File: src/rtl/accel_tilt_encoder_pkg.sv
// Shared definitions for the accelerometer tilt encoder: tilt word width and
// per-axis level encodings, also consumed by the regfile and LED/JA decode.
package accel_tilt_encoder_pkg;

    localparam int TILT_W = 4;

    typedef enum logic [1:0] {
        LVL_NEUTRAL = 2'd0,
        LVL_NEG     = 2'd1,
        LVL_POS     = 2'd2
    } level_e;

endpackage

File: src/rtl/accel_tilt_encoder_axis_hysteresis.sv
// Per-axis tilt classifier: three-level hysteresis on the windowed mean.
// Flush forces NEUTRAL and takes priority over a mean arriving the same cycle.
module axis_hysteresis
    import accel_tilt_encoder_pkg::*;
#(
    parameter int DATA_W   = 12,
    parameter int ENTER_TH = 200,
    parameter int EXIT_TH  = 120
) (
    input  logic                     clock,
    input  logic                     reset,
    input  logic                     flush,
    input  logic                     mean_valid,
    input  logic signed [DATA_W:0]   mean,
    output logic [1:0]               level
);

    localparam logic signed [DATA_W:0] ENTER_P = (DATA_W + 1)'(ENTER_TH);
    localparam logic signed [DATA_W:0] ENTER_N = -ENTER_P;
    localparam logic signed [DATA_W:0] EXIT_P  = (DATA_W + 1)'(EXIT_TH);
    localparam logic signed [DATA_W:0] EXIT_N  = -EXIT_P;

    level_e state_q;
    level_e state_d;

    always_ff @(posedge clock) begin
        if (reset || flush) begin
            state_q <= LVL_NEUTRAL;
        end else if (mean_valid) begin
            state_q <= state_d;
        end
    end

    // A strong opposite tilt jumps straight across without passing NEUTRAL.
    always_comb begin
        state_d = state_q;
        case (state_q)
            LVL_NEUTRAL: begin
                if (mean >= ENTER_P)      state_d = LVL_POS;
                else if (mean <= ENTER_N) state_d = LVL_NEG;
            end
            LVL_POS: begin
                if (mean <= ENTER_N)      state_d = LVL_NEG;
                else if (mean < EXIT_P)   state_d = LVL_NEUTRAL;
            end
            LVL_NEG: begin
                if (mean >= ENTER_P)      state_d = LVL_POS;
                else if (mean > EXIT_N)   state_d = LVL_NEUTRAL;
            end
            default: state_d = LVL_NEUTRAL;
        endcase
    end

    assign level = state_q;

endmodule

File: src/rtl/accel_tilt_encoder.sv
// Accelerometer tilt encoder: windowed X/Y averaging, per-axis hysteresis,
// and a stale-data watchdog; publishes a 4-bit tilt code as a 32-bit word.
module accel_tilt_encoder
    import accel_tilt_encoder_pkg::*;
#(
    parameter int DATA_W       = 12,
    parameter int AVG_LOG2     = 3,
    parameter int ENTER_TH     = 200,
    parameter int EXIT_TH      = 120,
    parameter int STALE_CYCLES = 2000000
) (
    input  logic                      clock,
    input  logic                      reset,
    input  logic                      sample_valid,
    input  logic signed [DATA_W-1:0]  x_raw,
    input  logic signed [DATA_W-1:0]  y_raw,
    output logic [TILT_W-1:0]         tilt_code,
    output logic [31:0]               accel_word,
    output logic                      accel_valid,
    output logic                      stale
);

    localparam int ACC_W  = DATA_W + AVG_LOG2;
    localparam int IDLE_W = $clog2(STALE_CYCLES + 1);

    logic signed [ACC_W-1:0]  acc_x, acc_y;
    logic signed [ACC_W-1:0]  sum_x, sum_y;
    logic [AVG_LOG2-1:0]      cnt;
    logic [IDLE_W-1:0]        idle_cnt;
    logic                     wrap, timeout;
    logic signed [DATA_W:0]   mean_x_p0, mean_y_p0;
    logic                     vld_p0;
    logic [1:0]               level_x, level_y;

    // Floor division by the window size; the mean always fits DATA_W+1 bits.
    function automatic logic signed [DATA_W:0] window_mean(input logic signed [ACC_W-1:0] sum);
        logic signed [ACC_W-1:0] shifted;
        shifted = sum >>> AVG_LOG2;
        return shifted[DATA_W:0];
    endfunction

    assign sum_x   = acc_x + $signed({{AVG_LOG2{x_raw[DATA_W-1]}}, x_raw});
    assign sum_y   = acc_y + $signed({{AVG_LOG2{y_raw[DATA_W-1]}}, y_raw});
    assign wrap    = sample_valid && (cnt == '1);
    assign timeout = !sample_valid && (idle_cnt == IDLE_W'(STALE_CYCLES - 1));

    always_ff @(posedge clock) begin
        if (reset) begin
            acc_x       <= '0;
            acc_y       <= '0;
            cnt         <= '0;
            idle_cnt    <= '0;
            stale       <= 1'b1;
            vld_p0      <= 1'b0;
            accel_valid <= 1'b0;
        end else begin
            accel_valid <= vld_p0 || timeout;
            if (sample_valid) begin
                idle_cnt <= '0;
                stale    <= 1'b0;
                vld_p0   <= wrap;
                cnt      <= cnt + 1'b1;
                if (wrap) begin
                    acc_x <= '0;
                    acc_y <= '0;
                end else begin
                    acc_x <= sum_x;
                    acc_y <= sum_y;
                end
            end else begin
                vld_p0 <= 1'b0;
                if (idle_cnt != IDLE_W'(STALE_CYCLES)) begin
                    idle_cnt <= idle_cnt + 1'b1;
                end
                if (timeout) begin
                    stale <= 1'b1;
                    acc_x <= '0;
                    acc_y <= '0;
                    cnt   <= '0;
                end
            end
        end
    end

    // p0: window mean registered on the cycle after the last sample of the window
    always_ff @(posedge clock) begin
        if (wrap) begin
            mean_x_p0 <= window_mean(sum_x);
            mean_y_p0 <= window_mean(sum_y);
        end
    end

    // p1: level registers inside the classifiers; tilt code is read straight from them
    axis_hysteresis #(
        .DATA_W   (DATA_W),
        .ENTER_TH (ENTER_TH),
        .EXIT_TH  (EXIT_TH)
    ) u_hyst_x (
        .clock      (clock),
        .reset      (reset),
        .flush      (timeout),
        .mean_valid (vld_p0),
        .mean       (mean_x_p0),
        .level      (level_x)
    );

    axis_hysteresis #(
        .DATA_W   (DATA_W),
        .ENTER_TH (ENTER_TH),
        .EXIT_TH  (EXIT_TH)
    ) u_hyst_y (
        .clock      (clock),
        .reset      (reset),
        .flush      (timeout),
        .mean_valid (vld_p0),
        .mean       (mean_y_p0),
        .level      (level_y)
    );

    assign tilt_code  = {level_y, level_x};
    assign accel_word = {{(32 - TILT_W){1'b0}}, tilt_code};

endmodule

File: config.mk
export PLATFORM = sky130hd
export DESIGN_NAME = accel_tilt_encoder
export DESIGN_NICKNAME = d
export VERILOG_FILES = /design/src/rtl/accel_tilt_encoder_pkg.sv /design/src/rtl/accel_tilt_encoder_axis_hysteresis.sv /design/src/rtl/accel_tilt_encoder.sv
export SDC_FILE = /design/constraint.sdc
export NUM_CORES = 1
export LEC_CHECK = 0
export ABC_AREA = 1
export BUFFER_PORTS_ARGS = -buffer_cell sky130_fd_sc_hd__buf_2
export CAP_MARGIN = 40
export CORE_AREA = 5 5 118 120
export CTS_BUF_LIST = sky130_fd_sc_hd__clkbuf_16
export DETAILED_ROUTE_END_ITERATION = 16
export DIE_AREA = 0 0 123 125
export GPL_TIMING_DRIVEN = 0
export PLACE_DENSITY_LB_ADDON = 0.2
export SYNTH_ARGS = -nofsm -noshare
export SYNTH_HDL_FRONTEND = slang
export SYNTH_SLANG_ARGS = --single-unit
File: constraint.sdc
create_clock -name clock -period 1.88 [get_ports clock]
set_clock_uncertainty 0.1 [all_clocks]
set_input_delay 0.282 -clock clock [delete_from_list [all_inputs] [get_ports clock]]
set_output_delay 0.282 -clock clock [all_outputs]
set_load 0.03 [all_outputs]
# Yosys cells after proc, flatten, opt, wreduce, memory -nomap -nowiden
# Cells that the tools add are included.
[totals]
reg_bits = 85
latch_bits = 0
mem_bits_rw = 0
mem_bits_ro = 0
wordCells = 72
n_memories = 0
[op_classes]
n_addsub = 4
multipliers = 0
div = 0
n_lt_le_gt_ge = 8
eq_ne = 13
shift = 0
n_mux = 23
n_bitwise = 1
n_reduce_logical = 12
[op_table]
columns = ["op", "count"]
rows = [
  ["2-to-1 mux 15 bit", 5],
  ["adder 15 x 12 -> 15 bit", 2],
  ["greater-or-equal comparator 12 x 9 -> 1 bit (second input constant)", 2],
  ["greater-than comparator 12 x 8 -> 1 bit (second input constant)", 2],
  ["less-or-equal comparator 12 x 9 -> 1 bit (second input constant)", 2],
  ["less-than comparator 12 x 8 -> 1 bit (second input constant)", 2],
  ["2-to-1 mux 2 bit", 12],
  ["adder 21 x 1 -> 21 bit (second input constant)", 1],
  ["== test 21 bit (second input constant)", 1],
  ["!= test 21 bit (second input constant)", 1],
  ["!= test 3 x 1 -> 1 bit (second input constant)", 6],
  ["case mux 2 bit (3 select lines)", 2],
  ["AND reduction 4 bit", 2],
  ["2-to-1 mux 3 bit", 2],
  ["== test 2 x 1 -> 1 bit (second input constant)", 2],
  ["== test 2 bit (second input constant)", 2],
  ["zero test 2 bit", 2],
  ["OR reduction 2 bit", 2],
  ["adder 3 x 1 -> 3 bit (second input constant)", 1],
  ["== test 3 bit (second input constant)", 1],
  ["logical AND 1 bit", 2],
  ["logical OR 1 bit", 2],
  ["2-to-1 mux 1 bit", 2],
  ["nonzero test 2 bit", 1],
  ["other kinds (2)", 2],
]

# Logic depth before layout (Yosys ltp)
[depth]
word_depth = 4
depth_mapped = 13
ltp_nobuf = 13

# Cells and area by module
# A second synthesis with hierarchy kept.
[hier_totals]
cells_unflattened = 807
hier_area_um2 = 5679.2
[modules_own_cells]
columns = ["module", "n_inst", "cells_per_inst", "area_per_inst_um2"]
rows = [
  ["accel_tilt_encoder", 1, 677, 5011.1],
  ["axis_hysteresis", 2, 65, 334.1],
]

# Least setup slack after synthesis
# No wires, ideal clock.
[synth_timing]
path_type = "flip-flop to flip-flop"
from = "register acc_y[0]"
to = "register mean_y_p0[11] (netlist name)"
setup_ns = 0.255
arrival_ns = 1.554
t_required_ns = 1.525
path_slack_ns = -0.028
path_stages_with_launch = 13
n_path_buf = 0
synth_period_minus_slack_ns = 1.908
path_cell_list = "dfxtp_1 -> ha_1 -> inv_1 -> fa_1 -> inv_1 -> nand3_1 -> nand2_1 -> nand2_1 -> nand2_1 -> nand2_1 -> nand2_1 -> nand2_1 -> and2_1"
[synth_via]
elab_chain_len = 1
[synth_lines]
columns = ["item", "line", "text"]
rows = [
  ["start: declaration", "accel_tilt_encoder.sv:26", "logic signed [ACC_W-1:0] acc_x, acc_y;"],
  ["start signal: assignment", "accel_tilt_encoder.sv:68", "acc_y <= sum_y;"],
  ["adder 15 x 12 -> 15 bit", "accel_tilt_encoder.sv:43", "assign sum_y = acc_y + $signed({{AVG_LOG2{y_raw[DATA_W-1]}}, y_raw});"],
  ["named net sum_y[14]", "accel_tilt_encoder.sv:27", "logic signed [ACC_W-1:0] sum_x, sum_y;"],
]
# The timed path passes the listed nets, and every way through them passes these cells.
# A chain may end at the register's enable or synchronous reset.

# Worst setup path in the final report
[layout_timing]
from = "register acc_x[0]"
to = "register mean_x_p0[7], data pin"
[layout_via]
elab_chain_len = 1
[layout_lines]
columns = ["item", "line", "text"]
rows = [
  ["start: declaration", "accel_tilt_encoder.sv:26", ""],
  ["start signal: assignment", "accel_tilt_encoder.sv:67", "acc_x <= sum_x;"],
  ["adder 15 x 12 -> 15 bit", "accel_tilt_encoder.sv:42", "assign sum_x = acc_x + $signed({{AVG_LOG2{x_raw[DATA_W-1]}}, x_raw});"],
  ["named net sum_x[10]", "accel_tilt_encoder.sv:27", ""],
  ["end signal: assignment", "accel_tilt_encoder.sv:88", "mean_x_p0 <= window_mean(sum_x);"],
  ["end: declaration", "accel_tilt_encoder.sv:31", "logic signed [DATA_W:0] mean_x_p0, mean_y_p0;"],
]
# The timed path passes the listed nets, and every way through them passes these cells.

==> impl_metrics.yaml <==
status:
  status: "finished with violations"
  violations: "setup timing"
sta:
  finalHoldViolCount: 0
  min_period_ns: 1.90
  report.final.slew_viol_count: 0
  worstMarginPinSlew_ns: 0.695
  min_period_over_period_pct: 101
  setup_ws_ns: -0.0185
  fmax_mhz: 527
  maxSlewHeadroom_pct: 53.7
  rsz0062_at_grt: "true"
  holdWs_ns: 0.176
  setup_viol: 3
global_route:
  grt_overflow_total: 0
  grt_first_pass_wirelength_um: 20200
  grt_max_degree: 15
  grt_util_all_layers_pct: 16.2
  first_global_vias: 4365
  grt_antenna_before_repair: 0
clock_network:
  cts-root-buf: "clkbuf_16"
  cts_buffers: 9
  clk_pin_slew_ns: 0.06
  clock_sinks: 85
  hold_buffers: 0
  clk-insertion-delay-late_ns: 0.33
  htreeDepth: 3
  cts_tree: "yes"
  clock_path_buffers: 2
finish:
  syn_to_final_growth_pct: 22.8
  drive_above_1_share_pct: 23.6
  final_core_utilization_pct: 53.1
  diodes: 0
  nets: 932
  instances_no_fill: 1052
setup_path:
  crit_start: "acc_x[0]"
  cp-start-kind: "register"
  criticalPathCategory: "register to register"
  reg2reg_depth: 12
  worst_setup_path_end_kind: "register"
  cp_max_fo: 3
  r2r_start: "acc_x[0]"
  cp.arrival_ns: 1.88
  worstPathRequired_ns: 1.86
run:
  maxCapViolCount: 0
power_and_ir_drop:
  powerDensity_nw_per_um2: 747
  peakVddDrop_uv: 324
  total_power_mw: 5.10
  leakagePower_nw: 3.17
synth:
  yosysSeqAreaShare_pct: 34.9
  ys.flop_type: "dfxtp_1"
  ys_types: 36
  yosysMostFrequentCell: "nand2_1"
  synth-seq-cells: 85
  synth_top_family_by_area: "simple AND/OR/NAND/NOR gates"
  synth_fa_ha_area_share_pct: 7.92
  synthSimpleGateAreaFrac_pct: 33.6
  synthTopCellsByCount: "nand2_1, inv_1, nor2_1"
  synthXorXnorAreaFrac_pct: 2.36
  synth_compound_area_share_pct: 8.39
  yosys.area.top_type: "dfxtp_1"
  async_reset_ff_share_pct: 0
  syn_area_um2: 5560
  synth_area_per_cell_um2: 7.10
  netlist.area_leader.share_pct: 21.9
  synthTopCellsByArea: "dfxtp_1, nand2_1, edfxtp_1, ha_1, inv_1"
  synthCells: 784
  synth_edf_count: 24
  muxShareOfSynthArea_pct: 0
  synth_warnings: 0
drt:
  wl_per_cell_um: 11.8
  dr_wl_met3_um: 394
  wl_met1_um: 5710
  drtIter0Drc: 202
  wl_met2_um: 6190
  highest_layer: "met4"
  postRouteAntennaNets: 0
  via_count: 4791
  first_pass_iters: 4
  drc: 0
  drt_wl_total_um: 12400
  routed_via_density: 4.55
placed_design:
  dp.cells: 1022
  dp_slack_ns: -0.241
  gp_congestion: 0.848
  port_buffers: 34
  dp_hpwl_um: 9390
floorplan:
  io_pins: 65
  die-area_um2: 15400
  core_um2: 12900
  die_w_um: 123
  initial_core_util_pct: 43.2
  die_height_um: 125
  std_cell_rows: 42
hold_path:
  min_path_cells: 3
  hold_class: "primary input to register"
  min-delay-start: "sample_valid"
placed cells by master, fill, tap and decap left out, types with 10 or more instances in the layout:
master	count
nand2_1	205
inv_1	95
nor2_1	68
a21oi_1	58
dfxtp_1	55
buf_4	45
nand3_1	43
buf_2	41
conb_1	28
edfxtp_1	24
nand3_2	22
ha_1	21
nand2_2	20
o21ai_0	16
and2_1	14
a21oi_2	13
nor3_1	12
clkbuf_16	12
xor2_1	10
metrics by stage:
step	area (um^2)	setup TNS (ns)
after floorplan	5680	0
after global placement	6070	-3.01
after detailed placement	6090	-2.76
after CTS	6460	-0.0823
after global routing	6830	-1.39
final	6830	-0.0476
cells by family after synthesis:
| kind of cell | Yosys count |
|---|---|
| flip-flops | 85 |
| AND/OR/NAND/NOR | 415 |
| AO/OA/AOI/OAI | 89 |
| XOR/XNOR | 15 |
| other | 1 |
| adder cells (fa/ha/maj) | 34 |
| buffers and inverters | 145 |
power by group:
part / internal, mW / switching (mW) / leakage [nW] / total [mW]
Sequential: 2.01 / 0.0700 / 0.716 / 2.08
Combinational: 0.517 / 0.765 / 2.29 / 1.28
Clock: 1.04 / 0.700 / 0.160 / 1.74
timing repair:
item                                    4_1_cts  5_1_grt
buffers inserted                              3       11
endpoints found under the setup margin       20       40
gates resized for setup                      20       58
pin swaps                                     6       23
gates cloned                                  0        1
layer usage:
layer / track usage, % / vias up
met5: 0 / -
met4: 3.26 / 0
met3: 3.88 / 8
met2: 27.5 / 56
met1: 20.9 / 2098
li1: - / 2629
sequential cells by signal, summed over array words and instances, names as in the netlist:
signal	count
acc_x	15
acc_y	15
accel_valid	1
cnt	3
idle_cnt	21
mean_x_p0	12
mean_y_p0	12
stale	1
u_hyst_x.level	2
u_hyst_y.level	2
vld_p0	1
worst max-delay path: stages, from the launching register on:
cell     delay (ns)
dfxtp_2        0.35
ha_4           0.14
inv_2          0.03
fa_2           0.33
inv_2          0.07
nand3_2        0.06
nand2_2        0.10
nand2_2        0.08
nand2_4        0.09
nand2_2        0.06
nand2_2        0.06
nand2_2        0.05
and2_1         0.13
area by class of cell:
cell class              count  area, um^2
fillers                  1285        6040
multi-input cells         581        3320
flip-flops and latches     85        1950
inverters                  99         374
plain buffers              45         333
repair buffers             50         328
clock buffers              11         275
well taps                 176         220
clock inverters             5        25.0
final timing paths:
path / end / slack, ns
worst max-delay path: mean_x_p0[7] / -0.02
worst min-delay path: cnt[1] / 0.18
worst max register to register: mean_x_p0[7] / -0.02
worst min register to register: acc_x[3] / 0.37
Note: power is estimated with default switching activity, not from simulation.
